<file path="src/rtl/lab01_sweep_if.sv">
// Signal bundle between the sweep sequencer and the board / function-block side.
// The master side drives start, the unit result and the table read index.
interface lab01_sweep_if;
  logic       start;
  logic [3:0] abcd;
  logic [3:0] wxyz;
  logic       busy;
  logic       done;
  logic [6:0] ones_count;
  logic [3:0] rd_addr;
  logic [3:0] rd_data;

  modport master (
    output start, wxyz, rd_addr,
    input  abcd, busy, done, ones_count, rd_data
  );

  modport slave (
    input  start, wxyz, rd_addr,
    output abcd, busy, done, ones_count, rd_data
  );
endinterface

</file>
<file path="src/rtl/lab01_sweep_ctrl.sv">
// Truth-table sweep sequencer: drives all 16 input vectors into a 4-in/4-out
// logic unit, captures every result into a readable table and counts the ones.
module lab01_sweep_ctrl #(
  parameter int unsigned SETTLE = 1
) (
  input  logic         clk,
  input  logic         rst,
  lab01_sweep_if.slave sweep
);

  typedef enum logic [2:0] {
    ST_IDLE,
    ST_DRIVE,
    ST_WAIT,
    ST_CAPTURE,
    ST_DONE
  } state_t;

  // Reload value for the settle counter; unused when SETTLE is zero.
  localparam logic [3:0] WAIT_INIT = (SETTLE == 0) ? 4'd0 : 4'(SETTLE - 1);

  state_t     state;
  state_t     state_nxt;
  logic [3:0] idx;
  logic [3:0] idx_nxt;
  logic [3:0] wcnt;
  logic [3:0] wcnt_nxt;
  logic [3:0] abcd_r;
  logic [3:0] abcd_nxt;
  logic [6:0] ones_r;
  logic [6:0] ones_nxt;
  logic       busy_r;
  logic       done_r;
  logic       cap_en;
  logic [3:0] mem [16];

  function automatic logic [6:0] popcount4(input logic [3:0] v);
    logic [6:0] n;
    n = '0;
    for (int i = 0; i < 4; i++) begin
      n = n + 7'(v[i]);
    end
    return n;
  endfunction

  always_comb begin
    state_nxt = state;
    idx_nxt   = idx;
    wcnt_nxt  = wcnt;
    abcd_nxt  = abcd_r;
    ones_nxt  = ones_r;
    cap_en    = 1'b0;
    unique case (state)
      ST_IDLE: begin
        abcd_nxt = '0;
        if (sweep.start) begin
          state_nxt = ST_DRIVE;
          idx_nxt   = '0;
          ones_nxt  = '0;
        end
      end
      ST_DRIVE: begin
        if (SETTLE == 0) begin
          state_nxt = ST_CAPTURE;
        end else begin
          wcnt_nxt  = WAIT_INIT;
          state_nxt = ST_WAIT;
        end
      end
      ST_WAIT: begin
        if (wcnt == 4'd0) begin
          state_nxt = ST_CAPTURE;
        end else begin
          wcnt_nxt = wcnt - 4'd1;
        end
      end
      ST_CAPTURE: begin
        cap_en   = 1'b1;
        ones_nxt = ones_r + popcount4(sweep.wxyz);
        // The last vector exits to DONE, so idx never wraps.
        if (idx == 4'd15) begin
          state_nxt = ST_DONE;
        end else begin
          idx_nxt   = idx + 4'd1;
          abcd_nxt  = idx + 4'd1;
          state_nxt = ST_DRIVE;
        end
      end
      ST_DONE: begin
        abcd_nxt  = '0;
        state_nxt = ST_IDLE;
      end
      default: begin
        state_nxt = ST_IDLE;
      end
    endcase
  end

  // busy/done are registered from the next state so they line up with it.
  always_ff @(posedge clk or posedge rst) begin
    if (rst) begin
      state  <= ST_IDLE;
      idx    <= '0;
      wcnt   <= '0;
      abcd_r <= '0;
      ones_r <= '0;
      busy_r <= 1'b0;
      done_r <= 1'b0;
    end else begin
      state  <= state_nxt;
      idx    <= idx_nxt;
      wcnt   <= wcnt_nxt;
      abcd_r <= abcd_nxt;
      ones_r <= ones_nxt;
      busy_r <= (state_nxt != ST_IDLE);
      done_r <= (state_nxt == ST_DONE);
    end
  end

  always_ff @(posedge clk or posedge rst) begin
    if (rst) begin
      for (int i = 0; i < 16; i++) begin
        mem[i] <= '0;
      end
    end else if (cap_en) begin
      mem[idx] <= sweep.wxyz;
    end
  end

  assign sweep.abcd       = abcd_r;
  assign sweep.busy       = busy_r;
  assign sweep.done       = done_r;
  assign sweep.ones_count = ones_r;
  assign sweep.rd_data    = mem[sweep.rd_addr];

endmodule

</file>
<file path="src/flat_wrapper.sv">
// flat-port wrapper written by rule: the top's interface ports become plain ports
module lab01_sweep_ctrl_flat 
#(
  parameter int unsigned SETTLE = 1
)
  (clk, rst, sweep_start, sweep_wxyz, sweep_rd_addr, sweep_abcd, sweep_busy, sweep_done, sweep_ones_count, sweep_rd_data);
  lab01_sweep_if sweep_i ();
  input  logic clk;
  input  logic rst;
  input wire logic [$bits(sweep_i.start)-1:0] sweep_start;
  input wire logic [$bits(sweep_i.wxyz)-1:0] sweep_wxyz;
  input wire logic [$bits(sweep_i.rd_addr)-1:0] sweep_rd_addr;
  output wire logic [$bits(sweep_i.abcd)-1:0] sweep_abcd;
  output wire logic [$bits(sweep_i.busy)-1:0] sweep_busy;
  output wire logic [$bits(sweep_i.done)-1:0] sweep_done;
  output wire logic [$bits(sweep_i.ones_count)-1:0] sweep_ones_count;
  output wire logic [$bits(sweep_i.rd_data)-1:0] sweep_rd_data;
  assign sweep_i.start = sweep_start;
  assign sweep_i.wxyz = sweep_wxyz;
  assign sweep_i.rd_addr = sweep_rd_addr;
  assign sweep_abcd = sweep_i.abcd;
  assign sweep_busy = sweep_i.busy;
  assign sweep_done = sweep_i.done;
  assign sweep_ones_count = sweep_i.ones_count;
  assign sweep_rd_data = sweep_i.rd_data;
  lab01_sweep_ctrl #(.SETTLE(SETTLE)) u_core (.clk(clk), .rst(rst), .sweep(sweep_i));
endmodule
</file>
<file path="config.mk">
export PLATFORM = sky130hd
export DESIGN_NAME = lab01_sweep_ctrl_flat
export DESIGN_NICKNAME = d
export VERILOG_FILES = /design/src/rtl/lab01_sweep_if.sv /design/src/rtl/lab01_sweep_ctrl.sv /design/src/flat_wrapper.sv
export SDC_FILE = /design/constraint.sdc
export NUM_CORES = 1
export LEC_CHECK = 0
export CAP_MARGIN = 20
export CORE_MARGIN = 1.5
export CORE_UTILIZATION = 40
export DETAILED_ROUTE_END_ITERATION = 8
export PLACE_DENSITY = 0.69
export SKIP_LAST_GASP = 1
export SYNTH_ARGS = -nofsm -noshare
export SYNTH_HDL_FRONTEND = slang
export SYNTH_SLANG_ARGS = --single-unit
</file>
<file path="constraint.sdc">
create_clock -name clk -period 2.9 [get_ports clk]
set_clock_uncertainty 0.15 [all_clocks]
set_input_delay 0.58 -clock clk [delete_from_list [all_inputs] [get_ports clk]]
set_output_delay 0.58 -clock clk [all_outputs]
set_load 0.02 [all_outputs]
</file>
# [Word level (Yosys, flattened, before mapping)]
# Cells that the tools add are included.
[word_totals] regBits=88 latchBits=0 ramBits=0 rom_bits=0 inputBits=11 out_inout_bits=17 mem_count=0
[classes] addsub=6 n_mul=0 div_mod_pow=0 order_cmp=3 eq_ne=9 n_shift=0 mux=19 bitwise=2 n_reduce_logical=12
[op_table] cell="$bwmux 64" count=1
[op_table] cell="$mux 4" count=6
[op_table] cell="$pmux 4 s2" count=3
[op_table] cell="$bmux 4 s4" count=1
[op_table] cell="$demux 4 s4" count=1
[op_table] cell="$add 7x1->7" count=2
[op_table] cell="$pmux 7 s2" count=1
[op_table] cell="$pmux 3 s4" count=1
[op_table] cell="$ge 5x5->1 const B" count=2
[op_table] cell="$not 4->5" count=2
[op_table] cell="$mux 3" count=3
[op_table] cell="$add 7x7->7" count=1
[op_table] cell="$mux 7" count=1
[op_table] cell="$eq 3x2->1 const B" count=2
[op_table] cell="$eq 3x3->1 const B" count=2
[op_table] cell="$ne 2x2->1 const B" count=3
[op_table] cell="$reduce_and 2->1" count=3
[op_table] cell="$reduce_bool 2->1" count=3
[op_table] cell="$lt 5x1->1 const B" count=1
[op_table] cell="$add 4x1->4 const B" count=1
[op_table] cell="$eq 4x4->1 const B" count=1
[op_table] cell="$logic_not 4->1" count=1
[op_table] cell="$sub 4x1->4 const B" count=1
[op_table] cell="$eq 3x1->1 const B" count=1
[op_table] cell="other kinds (7)" count=7

# [Depth between registers and ports, before layout]
# Gate-level depths: netlist of run 1.
[depth] depth_word=6 mapped_depth=10 ltp_nobuf=10

# [Worst setup path after synthesis of run 1]
# Ideal clock, no wire load.
[synth_timing] path_type="input -> register" from="in sweep_wxyz[0]" to="reg u_core.ones_r[6] (netlist: u_core.sweep.ones_count[6])" t_arrival_ns=2.433 required_time_ns=2.671 setup_slack_ns=0.238 cell_stages=10 path_buffers=0 path_cell_list="ha_1 inv_1 fa_1 inv_1 ha_1 fa_1 a21oi_1 nor3b_1 nand3_1 mux2i_1"
[synth_via] elab_chain_cells=5
[synth_lines] element="start: declaration" line_no="flat_wrapper.sv:11" rtl="input wire logic [$bits(sweep_i.wxyz)-1:0] sweep_wxyz;"
[synth_lines] element="$add 1x1->2" line_no="lab01_sweep_ctrl.sv:41" rtl="n = n + 7'(v[i]);"
[synth_lines] element="$add 7x1->7 (2 in series)" line_no="lab01_sweep_ctrl.sv:41"
[synth_lines] element="$add 7x7->7" line_no="lab01_sweep_ctrl.sv:79" rtl="ones_nxt = ones_r + popcount4(sweep.wxyz);"
[synth_lines] element="$pmux 7 s2" line_no="lab01_sweep_ctrl.sv:53" rtl="unique case (state)"
[synth_lines] element="end signal: assignment" line_no="lab01_sweep_ctrl.sv:114" rtl="ones_r <= ones_nxt;"
[synth_lines] element="end: declaration" line_no="lab01_sweep_ctrl.sv:30" rtl="logic [6:0] ones_r;"
# No other way between the ends.
# A chain may end at the register's enable or synchronous reset.

# [Worst setup path in the final report of run 1]
[layout_timing] from="in sweep_rd_addr[0]" to="out sweep_rd_data[3]"
[layout_via] elab_chain_cells=4
[layout_lines] element="start: declaration" line_no="flat_wrapper.sv:12" rtl="input wire logic [$bits(sweep_i.rd_addr)-1:0] sweep_rd_addr;"
[layout_lines] element="$not 4->5 (not written as such)" line_no="lab01_sweep_ctrl.sv:134" rtl="assign sweep.rd_data = mem[sweep.rd_addr];"
[layout_lines] element="$bmux 4 s4" line_no="lab01_sweep_ctrl.sv:134"
[layout_lines] element="$mux 4 (not written as such) (2 in series)" line_no="lab01_sweep_ctrl.sv:134"
[layout_lines] element="end: declaration" line_no="flat_wrapper.sv:17" rtl="output wire logic [$bits(sweep_i.rd_data)-1:0] sweep_rd_data;"
# No other way between the ends. The select of a mux whose other input is x is not followed.

==> impl_results.md, run 1 <==
* Sequential fraction of the synthesis area at 0.516
* CP Capture Type: output port
* Final instance area at a little over 5000 sq um
* Core Rows at 37
* Maximum vdd drop at 0.195 mV
* Mapped Nets at 346
* MaxCap Viol Count at 0
* CTS root buf: clkbuf_8
* Avg Vias per Cell at 5.41
* Final WL at about 9200 um
* Htree depth at 3
* DIE HEIGHT at between 100 and 150 um
* Main combinational cell family by area after synthesis: multiplexers
* Simple-gate share of the synthesized area at 0.102
* Starting DRC count in detailed routing at 146
* Synth Instances at 322
* CP Launch Type: primary input
* FILL cells at 889
* Endpoints failing hold at 0
* Area leader, netlist: dfrtp_1
* Fin crit period at between 2 and 3 ns
* Worst Path Required at 2.17 ns
* Gr usage total at 0.180
* Mapped cell area at 4270 sq um
* Vias post-DR at around 2700
* CTS tree: done
* Core area at between 10000 and 15000 sq um
* DRT antenna net count at 0
* Register bit total from synthesis at 88
* Ys flop type: dfrtp_1
* Antenna diode count at 0
* Reg2reg end: u_core.sweep.ones_count[6]$_DFFE_PP0P_
* Clk buf depth at 2
* Slew HR at 0.534
* Core Util, Final at 0.494
* Footprint of the multi-input gates at 1970 sq um
* Final hold slack at 0.339 ns
* DRT Pass-1 Iters at 4
* Critical Path AT at 2.13 ns
* CTS Buf Count at 9
* Hold Path End: u_core.sweep.ones_count[6]$_DFFE_PP0P_
* EDFF count, synth at 0
* Die W at ~110 um
* RSZ-0062 raised after global routing: true
* CTS Hold Buffers Added at 0
* Placed cell areas at 4790 sq um
* Worst skew pair latency at 0.37 ns
* Register Area at 2200 sq um
* Worst slew pin tran at 0.697 ns
* Period utilisation layout at 0.987
* Top cell type's share of synthesized area at 0.516
* # port buffers at 27
* CP Max Fanout at 5
* Mux cell area share after synthesis at 0.251
* Largest net degree at the start of global routing at 38
* Placed cell count at between 400 and 500
* Final setup viols at 0
* DR WL/cell at 18.2 um
* Synthesis Warnings at 0
* Status: finished clean
* Hold depth at 1
* GP Congestion at 0.866
* Top Ports at 28
* Initial antenna violation count at 0
* Layout Nets at roughly 400
* Syn avg cell area at 13.3 sq um
* Synth top area cells: dfrtp_1, mux2_2, mux4_2, ha_1, nand3_1
* Leak Pwr at 2.19 nW
* Adder-Cell Fraction of Synth Area at 0.0416
* Xor/xnor share of the synthesized area at 0.0103
* First-pass GRT wire length at roughly 15000 um
* Finished Layout Cells at 507
* Clock transition at the registers of the reported paths at roughly 0.08 ns
* Detailed placement HPWL at 6540 um
* Share of cells above drive strength 1 at 0.350
* Worst r2r src: u_core.sweep.ones_count[0]$_DFFE_PP0P_
* Worst reg-to-reg setup slack at 0.55 ns
* Initial Util at 0.413
* CP Class: in2out
* Final slew viol count at 0
* DRC violations left at 0
* Area grow syn2layout at 19.4%
* Fmax at roughly 350 MHz
* Min-delay src: u_core.sweep.ones_count[6]$_DFFE_PP0P_
* Synth cell types at 39
* PD cells at 544 nW/um^2
* Final setup TNS at 0 ns
* Die footprint at 11300 sq um
* Vias in the first global route at between 2000 and 3000
* Worst R2R Path Depth at 9
* FFs w/ async S/R, synth at 1.00
* Worst hold path type: reg2reg
* Sink Count at 88
* Compound-Gate Fraction of Synth Area at 0.0504
* Total gr overflow at 0
worst max-delay path, stage by stage:
cell and delay (ns):
clkdlybuf4s15_2 0.23, bufbuf_16 0.28, mux4_2 0.52, a22oi_2 0.16
nand3_1 0.10, clkdlybuf4s15_2 0.26
worst max-delay path by stage:
| stage | from | to | slack [ns] | cells after the start |
|---|---|---|---|---|
| after floorplan | sweep_wxyz[0] | u_core.sweep.ones_count[6]$_DFFE_PP0P_ | 0.24 | 10 |
| after global placement | sweep_rd_addr[0] | sweep_rd_data[3] | -0.51 | 6 |
| after detailed placement | sweep_rd_addr[0] | sweep_rd_data[3] | -0.51 | 6 |
| after CTS | sweep_rd_addr[0] | sweep_rd_data[1] | 0.005 | 6 |
| after global routing | sweep_wxyz[0] | u_core.sweep.ones_count[6]$_DFFE_PP0P_ | -0.05 | 11 |
| final | sweep_rd_addr[0] | sweep_rd_data[3] | 0.04 | 6 |
Yosys cell counts, types with 2 or more instances:
cell       n
nor2b_1    2
o21ai_0   11
mux2i_1    2
nand2b_1   5
a22oi_1    4
clkbuf_1   7
a21oi_1    2
o211ai_1   3
a21o_1     4
nand2_1   13
nand3b_1   3
nor3_1     2
nor2_1    21
fa_1       2
xnor2_1    2
ha_1      11
or3b_2     2
mux2_2    60
nand3_1   16
buf_2      4
dfrtp_1   88
o31ai_1    2
inv_1     11
nand4b_1   2
and2_1     2
mux4_2    16
buf_4      3
a22o_1     5
nor3b_1    5
xor2_1     3
registers in the layout, summed over array words and instances (netlist names):
name,flops
u_core.sweep.ones_count,7
u_core.sweep.abcd,4
u_core.sweep.done,1
u_core.state,3
u_core.wcnt,4
u_core.sweep.busy,1
u_core.idx,4
u_core.mem,64
layout by cell type, fill, tap and decap left out, drive strengths merged, types with 3 or more instances in the layout:
| master | count |
|---|---|
| a21o | 4 |
| a22o | 5 |
| a22oi | 4 |
| and2 | 3 |
| buf | 21 |
| clkbuf | 11 |
| clkdlybuf4s15 | 4 |
| clkdlybuf4s50 | 20 |
| clkinvlp | 4 |
| dfrtp | 88 |
| ha | 11 |
| inv | 12 |
| mux2 | 61 |
| mux4 | 16 |
| nand2 | 13 |
| nand2b | 5 |
| nand3 | 16 |
| nand3b | 4 |
| nor2 | 21 |
| nor3b | 5 |
| o211ai | 3 |
| o21ai | 11 |
| xor2 | 3 |
final cells by class:
cell class              count  area share
flip-flops and latches     88       0.432
multi-input cells         208       0.386
repair buffers             48       0.104
well taps                 136      0.0334
clock buffers              11      0.0278
inverters                  11     0.00884
clock inverters             5     0.00786
logic make-up (layout without fill, tap and decap cells):
kind of cell | Yosys count | count (layout)
compound gates | 32 | 32
xor+xnor | 5 | 5
fa+ha+maj | 13 | 13
buf+inv | 26 | 75
flops | 88 | 88
mux | 79 | 79
simple gates | 79 | 79
report_power, final:
part	total (W)	internal, W	switching [W]
sequential	0.00139	0.00132	0.0000747
combinational	0.000589	0.000306	0.000283
clock	0.000794	0.000341	0.000453
total	0.00277	0.00196	0.000811
through the flow:
stage | setup slack, ns | total power, W
4_1_cts | 0.00495 | 0.00278
5_1_grt | -0.0460 | 0.00291
2_1_floorplan | 0.238 | 0.00173
3_3_place_gp | -0.507 | 0.00195
6_report | 0.0379 | 0.00277
3_5_place_dp | -0.512 | 0.00196
metal layers:
layer / vias up / routed length [um] / global-route usage
met3: 13 / 226 / 0.0325
met5: - / 0 / 0
met4: 0 / 180 / 0.0801
met1: 1437 / 4240 / 0.245
met2: 40 / 4560 / 0.283
li1: 1254 / - / -
repair_timing:
action                     in CTS  in global routing
resized for setup              22                  4
pin swaps                       0                  2
setup endpoints to repair       5                  2
setup buffers                   3                  1
gates cloned                    2                  0
Note: power is estimated with default switching activity, not from simulation.
==> inputs of run 2 (changes only) <==
SLEW_MARGIN = 20   (was unset)
==> results of run 2 <==
Same layout as run 1: the final DEF is identical, and so are final timing and power.
==> inputs of run 3 (changes only) <==
TNS_END_PERCENT = 100   (was unset)
==> results of run 3 <==
Same layout as run 1: the final DEF is identical, and so are final timing and power.
